===== src/rtl/sobel_mag_pipe.sv =====
// sobel_mag_pipe: multi-lane Sobel gradient magnitude with frame control.
// Optional SOBEL_MAG_DIR_EN adds a quantised direction output per lane.
module sobel_mag_pipe #(
    parameter int IN_W        = 9,
    parameter int OUT_W       = 8,
    parameter int LANES       = 2,
    parameter int NORM_SHIFT  = 9,
    parameter int FRAME_BEATS = 261375,
    parameter int THRESH_W    = 2 * IN_W,
    parameter int HIT_W       = $clog2(FRAME_BEATS * LANES + 1)
) (
    input  logic                   clk,
    input  logic                   reset,
    input  logic                   startEn,
    input  logic [THRESH_W-1:0]    thresh,
    input  logic                   in_valid,
    output logic                   in_ready,
    input  logic [LANES*IN_W-1:0]  sobelX,
    input  logic [LANES*IN_W-1:0]  sobelY,
    output logic                   out_valid,
    output logic [LANES*OUT_W-1:0] normalisedMag,
`ifdef SOBEL_MAG_DIR_EN
    output logic [LANES*2-1:0]     normalisedDir,
`endif
    output logic                   frame_done,
    output logic [HIT_W-1:0]       hit_count
);

    localparam int SQ_W    = 2 * IN_W - 1;
    localparam int SUM_W   = 2 * IN_W;
    localparam int CNT_W   = $clog2(FRAME_BEATS + 1);
    localparam int MAG_MAX = (2 ** OUT_W) - 1;

    typedef enum logic [1:0] {
        S_IDLE,
        S_RUN,
        S_DRAIN
    } state_t;

    state_t              state_q;
    logic [1:0]          drain_q;
    logic [CNT_W-1:0]    beats_q;
    logic [THRESH_W-1:0] thr_q;
    logic                frame_done_q;

    logic accept;
    logic start_take;

    assign in_ready   = (state_q == S_RUN);
    assign accept     = in_valid && in_ready;
    assign start_take = (state_q == S_IDLE) && startEn;

    // Frame controller: start, count accepted beats, drain, pulse done
    always_ff @(posedge clk) begin
        if (reset) begin
            state_q      <= S_IDLE;
            drain_q      <= 2'd0;
            beats_q      <= '0;
            thr_q        <= THRESH_W'(5632);
            frame_done_q <= 1'b0;
        end else begin
            frame_done_q <= 1'b0;
            case (state_q)
                S_IDLE: begin
                    if (startEn) begin
                        state_q <= S_RUN;
                        thr_q   <= thresh;
                        beats_q <= '0;
                    end
                end
                S_RUN: begin
                    if (accept) begin
                        beats_q <= beats_q + CNT_W'(1);
                        if (beats_q == CNT_W'(FRAME_BEATS - 1)) begin
                            state_q <= S_DRAIN;
                            drain_q <= 2'd0;
                        end
                    end
                end
                S_DRAIN: begin
                    if (drain_q == 2'd2) begin
                        state_q      <= S_IDLE;
                        frame_done_q <= 1'b1;
                    end else begin
                        drain_q <= drain_q + 2'd1;
                    end
                end
                default: state_q <= S_IDLE;
            endcase
        end
    end

    assign frame_done = frame_done_q;

    // Pipeline state
    logic                        s1_valid_q, s1_valid_d;
    logic [LANES-1:0][SQ_W-1:0]  sqx_q, sqx_d;
    logic [LANES-1:0][SQ_W-1:0]  sqy_q, sqy_d;
    logic                        s2_valid_q, s2_valid_d;
    logic [LANES-1:0][SUM_W-1:0] sum_q, sum_d;
    logic [LANES-1:0]            pass_q, pass_d;
    logic                        s3_valid_q, s3_valid_d;
    logic [LANES-1:0][OUT_W-1:0] mag_q, mag_d;
    logic [HIT_W-1:0]            hit_q, hit_d;

    logic signed [IN_W-1:0]      x_s [LANES];
    logic signed [IN_W-1:0]      y_s [LANES];
    logic signed [SUM_W-1:0]     px  [LANES];
    logic signed [SUM_W-1:0]     py  [LANES];
    logic [LANES-1:0][SUM_W-1:0] shr;
    int                          npass;

`ifdef SOBEL_MAG_DIR_EN
    localparam int DW = IN_W + 3;

    logic [LANES-1:0][1:0] dir1_q, dir1_d;
    logic [LANES-1:0][1:0] dir2_q, dir2_d;
    logic [LANES-1:0][1:0] dir3_q, dir3_d;
    logic [IN_W-1:0]       ax [LANES];
    logic [IN_W-1:0]       ay [LANES];
    logic [DW-1:0]         ax2 [LANES];
    logic [DW-1:0]         ax5 [LANES];
    logic [DW-1:0]         ay2 [LANES];
    logic [DW-1:0]         ay5 [LANES];
    logic [LANES-1:0][1:0] dir_raw;

    // Direction code per lane from absolute values and signs
    always_comb begin
        dir_raw = '0;
        for (int k = 0; k < LANES; k++) begin
            ax[k] = sobelX[k*IN_W+IN_W-1]
                  ? (~sobelX[k*IN_W +: IN_W] + IN_W'(1))
                  : sobelX[k*IN_W +: IN_W];
            ay[k] = sobelY[k*IN_W+IN_W-1]
                  ? (~sobelY[k*IN_W +: IN_W] + IN_W'(1))
                  : sobelY[k*IN_W +: IN_W];
            ax2[k] = DW'(ax[k]) * DW'(2);
            ax5[k] = DW'(ax[k]) * DW'(5);
            ay2[k] = DW'(ay[k]) * DW'(2);
            ay5[k] = DW'(ay[k]) * DW'(5);
            if (ay5[k] < ax2[k]) begin
                dir_raw[k] = 2'd0;
            end else if (ay2[k] > ax5[k]) begin
                dir_raw[k] = 2'd2;
            end else if (sobelX[k*IN_W+IN_W-1]
                         == sobelY[k*IN_W+IN_W-1]) begin
                dir_raw[k] = 2'd1;
            end else begin
                dir_raw[k] = 2'd3;
            end
        end
    end

    // Direction follows the magnitude pipeline, gated by threshold
    always_comb begin
        dir1_d = accept ? dir_raw : dir1_q;
        dir2_d = s1_valid_q ? dir1_q : dir2_q;
        dir3_d = dir3_q;
        if (s2_valid_q) begin
            for (int k = 0; k < LANES; k++) begin
                dir3_d[k] = pass_q[k] ? dir2_q[k] : 2'd0;
            end
        end
    end

    // Direction registers
    always_ff @(posedge clk) begin
        if (reset) begin
            dir1_q <= '0;
            dir2_q <= '0;
            dir3_q <= '0;
        end else begin
            dir1_q <= dir1_d;
            dir2_q <= dir2_d;
            dir3_q <= dir3_d;
        end
    end

    assign normalisedDir = dir3_q;
`endif

    // Stage 1: square each gradient; data holds on bubbles
    always_comb begin
        s1_valid_d = accept;
        sqx_d      = sqx_q;
        sqy_d      = sqy_q;
        for (int k = 0; k < LANES; k++) begin
            x_s[k] = sobelX[k*IN_W +: IN_W];
            y_s[k] = sobelY[k*IN_W +: IN_W];
            px[k]  = SUM_W'(x_s[k]) * SUM_W'(x_s[k]);
            py[k]  = SUM_W'(y_s[k]) * SUM_W'(y_s[k]);
            if (accept) begin
                sqx_d[k] = px[k][SQ_W-1:0];
                sqy_d[k] = py[k][SQ_W-1:0];
            end
        end
    end

    // Stage 2: sum squares and compare against latched threshold
    always_comb begin
        s2_valid_d = s1_valid_q;
        sum_d      = sum_q;
        pass_d     = pass_q;
        if (s1_valid_q) begin
            for (int k = 0; k < LANES; k++) begin
                sum_d[k]  = SUM_W'(sqx_q[k]) + SUM_W'(sqy_q[k]);
                pass_d[k] = (sum_d[k] >= thr_q);
            end
        end
    end

    // Stage 3: normalise, saturate, and count passing lanes
    always_comb begin
        s3_valid_d = s2_valid_q;
        mag_d      = mag_q;
        npass      = 0;
        for (int k = 0; k < LANES; k++) begin
            shr[k] = sum_q[k] >> NORM_SHIFT;
            if (s2_valid_q) begin
                if (!pass_q[k]) begin
                    mag_d[k] = '0;
                end else if (shr[k] > SUM_W'(MAG_MAX)) begin
                    mag_d[k] = '1;
                end else begin
                    mag_d[k] = shr[k][OUT_W-1:0];
                end
                if (pass_q[k]) begin
                    npass = npass + 1;
                end
            end
        end
        if (start_take) begin
            hit_d = '0;
        end else begin
            hit_d = hit_q + HIT_W'(npass);
        end
    end

    // Pipeline registers
    always_ff @(posedge clk) begin
        if (reset) begin
            s1_valid_q <= 1'b0;
            sqx_q      <= '0;
            sqy_q      <= '0;
            s2_valid_q <= 1'b0;
            sum_q      <= '0;
            pass_q     <= '0;
            s3_valid_q <= 1'b0;
            mag_q      <= '0;
            hit_q      <= '0;
        end else begin
            s1_valid_q <= s1_valid_d;
            sqx_q      <= sqx_d;
            sqy_q      <= sqy_d;
            s2_valid_q <= s2_valid_d;
            sum_q      <= sum_d;
            pass_q     <= pass_d;
            s3_valid_q <= s3_valid_d;
            mag_q      <= mag_d;
            hit_q      <= hit_d;
        end
    end

    assign out_valid     = s3_valid_q;
    assign normalisedMag = mag_q;
    assign hit_count     = hit_q;

endmodule


===== config.mk =====
export PLATFORM = sky130hd
export DESIGN_NAME = sobel_mag_pipe
export DESIGN_NICKNAME = d
export VERILOG_FILES = /design/src/rtl/sobel_mag_pipe.sv
export SDC_FILE = /design/constraint.sdc
export NUM_CORES = 1
export LEC_CHECK = 0
export BUFFER_PORTS_ARGS = -buffer_cell sky130_fd_sc_hd__buf_2
export CELL_PAD_IN_SITES_DETAIL_PLACEMENT = 2
export CELL_PAD_IN_SITES_GLOBAL_PLACEMENT = 2
export CORE_ASPECT_RATIO = 1.75
export CORE_MARGIN = 2
export CORE_UTILIZATION = 43
export DETAILED_ROUTE_END_ITERATION = 8
export GPL_ROUTABILITY_DRIVEN = 0
export GPL_TIMING_DRIVEN = 0
export PLACE_DENSITY_LB_ADDON = 0.25
export SLEW_MARGIN = 5
export SYNTH_ARGS = -nofsm -noshare
export SYNTH_HDL_FRONTEND = slang
export SYNTH_SLANG_ARGS = --single-unit
export TNS_END_PERCENT = 100

===== constraint.sdc =====
create_clock -name clk -period 11.6 [get_ports clk]
set_input_delay 0.58 -clock clk [delete_from_list [all_inputs] [get_ports clk]]
set_output_delay 0.58 -clock clk [all_outputs]
set_load 0.03 [all_outputs]

## Word level (Yosys, flattened, before mapping)

Cells that the tools add are included.

- Register bits: 185

- $lt $le $gt $ge: 4
- Mux-type cells: 21
- Add/sub/neg operators: 6
- Eq/ne operators: 9
- Multipliers: 4
- Reduce and logical (&&, ||, !) cells: 11
- Bitwise operators: 1

Operator list:

| cell | number |
|---|---|
| $mul 9x9->17 | 4 |
| $mux 19 | 2 |
| $add 17x17->18 | 2 |
| $ge 18x18->1 | 2 |
| $mux 18 | 2 |
| $pmux 18 s2 | 1 |
| $mux 8 | 4 |
| $add 19x19->19 | 1 |
| $add 18x1->18 const B | 1 |
| $eq 18x18->1 const B | 1 |
| $gt 9x8->1 const B | 2 |
| $mux 2 | 7 |
| $reduce_and 4->1 | 2 |
| $ne 2x2->1 const B | 3 |
| $pmux 2 s3 | 1 |
| $eq 2x2->1 const B | 2 |
| $ne 2x1->1 const B | 2 |
| $pmux 2 s2 | 1 |
| $reduce_bool 2->1 | 2 |
| $reduce_or 2->1 | 2 |
| $mux 1 | 3 |
| $reduce_and 3->1 | 1 |
| $add 1x1->2 const B | 1 |
| $add 2x1->2 const B | 1 |
| 5 further kinds | 6 |

## Depth between registers and ports, before layout

- Depth after elaboration: 6
- Mapped depth: 19
- Depth with buffers taken out: 18

## Worst setup path before layout

No wires, ideal clock.

- Path type: input port to flip-flop
- Start: input port sobelY[16]
- End: register sqy_q[32] (netlist bit)
- Arrival time: 5.131 ns
- Stages on the path: 16
- Setup slack: 6.336 ns
- Path through: clkbuf_1 inv_1 nor2_1 inv_1 fa_1 fa_1 inv_1 fa_1 fa_1 fa_1 ha_1 o21ai_0 a21boi_0 o2111ai_1 and3_1 or3b_2

- Cells in the longest elaborated chain, start to end: 1

RTL lines:

| element | RTL line | RTL |
|---|---|---|
| from (decl) | 19 | `input logic [LANES*IN_W-1:0] sobelY,` |
| $mul 9x9->17 | 191 | `py[k] = SUM_W'(y_s[k]) * SUM_W'(y_s[k]);` |
| to (signal assigned) | 254 | `sqy_q <= sqy_d;` |
| to (decl) | 98 | `logic [LANES-1:0][SQ_W-1:0] sqy_q, sqy_d;` |

No other way between the ends.
A chain may end at the register's enable or synchronous reset.

## Worst setup path after layout

- Start: input port sobelY[9]
- End: register sqy_q[32] (netlist bit)

Same word-level chain as after synthesis.

==> flow_summary.html <==
<table>
<tr><th>Metric</th><th>Value</th></tr>
<tr><th colspan="2">Clock tree</th></tr>
<tr><td>Total of hold buffers inserted after clock tree synthesis</td><td>0</td></tr>
<tr><td>CTS Root Buffer Type</td><td>sky130_fd_sc_hd__clkbuf_16</td></tr>
<tr><td>CTS H-Tree Depth</td><td>4</td></tr>
<tr><td>CTS tree</td><td>yes</td></tr>
<tr><td>Number of cells upsized or downsized after cts</td><td>0</td></tr>
<tr><td>Post CTS Setup Buffer Count</td><td>0</td></tr>
<tr><td># clock sinks</td><td>163</td></tr>
<tr><td>Number of buffers added by the clock tree synthesis step</td><td>17</td></tr>
<tr><td>Clock latency of the later-clocked register in the worst-skew pair</td><td>0.46 ns</td></tr>
<tr><td>Clock-pin slew of the registers on the worst-case setup and hold paths</td><td>0.07 ns</td></tr>
<tr><td>Number of buffers on the longest clock path</td><td>2</td></tr>
<tr><th colspan="2">Critical path</th></tr>
<tr><td>CP startpoint kind</td><td>input port</td></tr>
<tr><td>Required time worst endpoint</td><td>11.93 ns</td></tr>
<tr><td>Kind of cell adding the most delay to the critical path</td><td>adder cells</td></tr>
<tr><td>Data arrival time of the critical path</td><td>6.15 ns</td></tr>
<tr><td>Maximum cell stage delay along the critical path</td><td>0.63 ns</td></tr>
<tr><td>Worst setup slack for register-to-register paths</td><td>8.12 ns</td></tr>
<tr><td>Worst Path Max Fanout</td><td>10</td></tr>
<tr><td>Worst-path cell with the longest stage delay</td><td>sky130_fd_sc_hd__fa_1</td></tr>
<tr><td>Reg-to-reg startpoint</td><td>sqy_q[29]$_SDFFE_PP0P_</td></tr>
<tr><td>Crit-path cells</td><td>buf_2, clkbuf_1, nand2_1, fa_1, inv_1, fa_1, inv_1, fa_1, inv_1, fa_1, ha_1, ha_1, nor2b_1, o21ai_0, a21boi_0, o2111ai_1, and3_1, or3b_2</td></tr>
<tr><td>Buffers plus inverters on the worst setup path</td><td>5</td></tr>
<tr><td>Worst Setup End Kind</td><td>flop</td></tr>
<tr><td>Setup CP Type</td><td>in -&gt; reg</td></tr>
<tr><td>R2R cell count</td><td>14</td></tr>
<tr><td>Most frequent cell on the critical path</td><td>sky130_fd_sc_hd__fa_1</td></tr>
<tr><td>Worst flop-to-flop path endpoint</td><td>pass_q[1]$_SDFFE_PP0P_</td></tr>
<tr><th colspan="2">Drt</th></tr>
<tr><td>Via count of the routed design</td><td>15,921</td></tr>
<tr><td>Number of routed nets with antenna violations</td><td>0</td></tr>
<tr><td>Violation count after the first detailed-route iteration</td><td>592</td></tr>
<tr><td>Total wirelength of the detailed-routed design</td><td>65,900 um</td></tr>
<tr><td>Mean number of vias per cell</td><td>5.65</td></tr>
<tr><td># DRC</td><td>0</td></tr>
<tr><td>Detailed-router iteration count before antenna repair</td><td>5</td></tr>
<tr><td>Routed length per instance</td><td>23.4 um</td></tr>
<tr><th colspan="2">Power</th></tr>
<tr><td>Total power per unit cell area</td><td>219 nW/um^2</td></tr>
<tr><td>Maximum resistive drop on vdd</td><td>0.121 mV</td></tr>
<tr><td>Static Leakage</td><td>9.68 nW</td></tr>
<tr><td>Total power</td><td>4.42 mW</td></tr>
<tr><th colspan="2">Timing</th></tr>
<tr><td>Max Transition Viols Final</td><td>0</td></tr>
<tr><td>Final critical-path share of the clock period</td><td>0.502</td></tr>
<tr><td>Min cycle time layout</td><td>5.82 ns</td></tr>
<tr><td>Clock Skews</td><td>0.0160 ns</td></tr>
<tr><td>Setup TNS</td><td>0 ns</td></tr>
<tr><td>F_max</td><td>172 MHz</td></tr>
<tr><td>Hold Fails Final Rpt</td><td>0</td></tr>
<tr><td>Transition at the pin with the smallest max-transition slack</td><td>1.34 ns</td></tr>
<tr><td>Number of setup violations in the final report</td><td>0</td></tr>
<tr><td>Worst max-slew margin expressed relative to the limit</td><td>0.107</td></tr>
<tr><td>RSZ-0062 raised after global routing</td><td>false</td></tr>
<tr><th colspan="2">Synthesis</th></tr>
<tr><td>Portion of the post-synthesis area used by sequential elements</td><td>0.177</td></tr>
<tr><td>Most common cell in the synthesized netlist</td><td>sky130_fd_sc_hd__inv_1</td></tr>
<tr><td>Mapped Area</td><td>18,500 um^2</td></tr>
<tr><td>Per-instance average area after synthesis</td><td>8.67 um^2</td></tr>
<tr><td>Synth cell count leaders</td><td>sky130_fd_sc_hd__inv_1, sky130_fd_sc_hd__fa_1, sky130_fd_sc_hd__nand2_1</td></tr>
<tr><td>Top-area cell type share of the netlist area</td><td>0.242</td></tr>
<tr><td>Cell types with the largest area share after synthesis</td><td>sky130_fd_sc_hd__fa_1, sky130_fd_sc_hd__dfxtp_1, sky130_fd_sc_hd__ha_1</td></tr>
<tr><td>Post-synth EDFFs</td><td>0</td></tr>
<tr><td>Most frequently used flop master after synthesis</td><td>sky130_fd_sc_hd__dfxtp_1</td></tr>
<tr><td>Cell count after synthesis</td><td>2,132</td></tr>
<tr><td>Fraction of registers with async set/reset</td><td>0</td></tr>
<tr><td>Register bit count reported by yosys</td><td>163</td></tr>
<tr><td>Most area-hungry cell type in the Yosys netlist</td><td>sky130_fd_sc_hd__fa_1</td></tr>
<tr><td>Distinct cell type count of the synthesized netlist</td><td>64</td></tr>
<tr><td>Mapped Nets</td><td>2,628</td></tr>
<tr><td>Warnings, synthesis</td><td>0</td></tr>
<tr><th colspan="2">Min path</th></tr>
<tr><td>HP Start</td><td>thresh[1]</td></tr>
<tr><td>Cells on Worst Hold Path</td><td>3</td></tr>
<tr><td>Hold Path Class</td><td>in -&gt; reg</td></tr>
<tr><td>Endpoint with the worst hold slack</td><td>thr_q[1]$_SDFFE_PP0P_</td></tr>
<tr><th colspan="2">Global route</th></tr>
<tr><td>Vias in the first global route</td><td>19,176</td></tr>
<tr><td>Antenna violations before repair</td><td>1</td></tr>
<tr><td>Wire length of the first global-routing pass</td><td>105,000 um</td></tr>
<tr><td>Global routing usage summed across all routing layers</td><td>0.303</td></tr>
<tr><td>Global-route congestion overflow total</td><td>0</td></tr>
<tr><td>Largest net degree at the start of global routing</td><td>17</td></tr>
<tr><th colspan="2">Placement</th></tr>
<tr><td>Number of buffer cells added on primary ports</td><td>92</td></tr>
<tr><td>Total instance count after detailed placement</td><td>2,785</td></tr>
<tr><td>HPWL after detailed placement</td><td>55,700 um</td></tr>
<tr><th colspan="2">Die</th></tr>
<tr><td>Standard-cell rows</td><td>100</td></tr>
<tr><td>Placeable Area</td><td>42,500 um^2</td></tr>
<tr><td>Top-level port count</td><td>96</td></tr>
<tr><td>Initial Util</td><td>0.435</td></tr>
<tr><td>Die X</td><td>161 um</td></tr>
<tr><td>Overall die area</td><td>44,700 um^2</td></tr>
<tr><td>Die outline height</td><td>278 um</td></tr>
<tr><th colspan="2">Final layout</th></tr>
<tr><td>Fillcell total</td><td>4,756</td></tr>
<tr><td>Fraction of final layout cells sized beyond drive strength 1</td><td>0.0705</td></tr>
<tr><td>Area delta synth-&gt;final</td><td>9.22%</td></tr>
<tr><td>Final net count</td><td>2,739</td></tr>
<tr><td>Post-route insts no fill</td><td>2,816</td></tr>
<tr><td>Area taken by flip-flops and latches</td><td>3260 um^2</td></tr>
<tr><td>Area taken by multi-input logic gates</td><td>13,700 um^2</td></tr>
<tr><th colspan="2">Run status</th></tr>
<tr><td>Result of the run</td><td>finished, final reports clean</td></tr>
<tr><th colspan="2">Flow run</th></tr>
<tr><td>Reported max-cap violation count</td><td>0</td></tr>
</table>
## flip-flops by register name, indices dropped and copies added (netlist names)
register       count
sqx_q             32
sqy_q             32
hit_count         19
beats_q           18
shr               18
thr_q             18
normalisedMag     16
drain_q            2
pass_q             2
state_q            2
frame_done         1
out_valid          1
s1_valid_q         1
s2_valid_q         1
## through the flow
stage,setup WS [ns],hold WS [ns],util,area (um^2)
final,5.78,0.352,0.475,20200
after global routing,5.50,0.357,0.475,20200
after CTS,5.80,0.347,0.475,20200
after detailed placement,5.33,0.457,0.462,19600
after global placement,5.62,0.444,0.462,19600
after floorplan,6.34,0.436,-,18500
## how the worst max path moves through the flow
stage	from	to	slack (ns)	cells after the start
2_1_floorplan	sobelY[16]	sqy_q[32]$_SDFFE_PP0P_	6.34	16
3_3_place_gp	sobelY[0]	sqy_q[15]$_SDFFE_PP0P_	5.62	18
3_5_place_dp	sobelY[1]	sqy_q[15]$_SDFFE_PP0P_	5.33	19
4_1_cts	sobelY[1]	sqy_q[15]$_SDFFE_PP0P_	5.80	19
5_1_grt	sobelY[0]	sqy_q[15]$_SDFFE_PP0P_	5.50	18
6_report	sobelY[9]	sqy_q[32]$_SDFFE_PP0P_	5.78	18
## report_power, final
part | internal (mW) | switching [mW]
registers | 0.626 | 0.0613
clock network | 0.294 | 0.253
logic | 1.25 | 1.94
total | 2.17 | 2.25
## layout make-up
class	instances	share of cell area
antenna	1	0.000124
buffer	82	0.0161
clock buffer	19	0.0214
clock inverter	11	0.00527
inverter	323	0.0601
multi-input combinational	1564	0.678
sequential	163	0.162
tap	561	0.0348
timing repair buffer	92	0.0228
## worst register-to-register path: stages, from the launching register on
cell and delay [ns]:
sky130_fd_sc_hd__dfxtp_1 0.36, sky130_fd_sc_hd__ha_1 0.30, sky130_fd_sc_hd__clkbuf_1 0.31, sky130_fd_sc_hd__nand3_1 0.19
sky130_fd_sc_hd__o22ai_1 0.27, sky130_fd_sc_hd__o22ai_1 0.17, sky130_fd_sc_hd__a211oi_2 0.39, sky130_fd_sc_hd__nor2_1 0.11
sky130_fd_sc_hd__xnor2_1 0.15, sky130_fd_sc_hd__ha_1 0.31, sky130_fd_sc_hd__inv_1 0.05, sky130_fd_sc_hd__o211ai_1 0.26
sky130_fd_sc_hd__a31oi_1 0.08, sky130_fd_sc_hd__or3_1 0.31, sky130_fd_sc_hd__a21oi_1 0.16
## per-layer routing
layer	routed length [um]	vias to the layer above	GRT usage
li1	-	7231	-
met1	21900	8148	0.280
met2	37900	343	0.614
met3	1550	199	0.0319
met4	4510	0	0.193
met5	0	-	0
## logic make-up after synthesis
kind of cell,share of synthesized area
multiplexers,0.00460
AO/OA/AOI/OAI,0.128
buffers and inverters,0.0832
adder cells (fa/ha/maj),0.387
XOR/XNOR,0.0488
flip-flops,0.177
AND/OR/NAND/NOR,0.172
## placed cells by master, fill, tap and decap left out, types with 16 or more instances in the layout
master / synthesis / layout
sky130_fd_sc_hd__and2_1: 50 / 50
sky130_fd_sc_hd__dfxtp_1: 163 / 163
sky130_fd_sc_hd__nand2_1: 222 / 222
sky130_fd_sc_hd__fa_1: 223 / 223
sky130_fd_sc_hd__nand3_1: 35 / 35
sky130_fd_sc_hd__a211oi_1: 19 / 19
sky130_fd_sc_hd__nor2b_1: 37 / 37
sky130_fd_sc_hd__o21a_1: 18 / 18
sky130_fd_sc_hd__o21ai_0: 56 / 56
sky130_fd_sc_hd__a21o_1: 26 / 26
sky130_fd_sc_hd__xnor2_1: 63 / 63
sky130_fd_sc_hd__buf_2: 14 / 106
sky130_fd_sc_hd__nor3_1: 34 / 34
sky130_fd_sc_hd__clkbuf_16: 0 / 17
sky130_fd_sc_hd__inv_1: 322 / 322
sky130_fd_sc_hd__ha_1: 215 / 215
sky130_fd_sc_hd__o211ai_1: 27 / 27
sky130_fd_sc_hd__nor2_1: 139 / 139
sky130_fd_sc_hd__nand2b_1: 32 / 32
sky130_fd_sc_hd__a21oi_1: 131 / 131
sky130_fd_sc_hd__xor2_1: 40 / 40
sky130_fd_sc_hd__clkbuf_1: 57 / 59
sky130_fd_sc_hd__and3_1: 16 / 16
(Power assumes the default switching activity.)
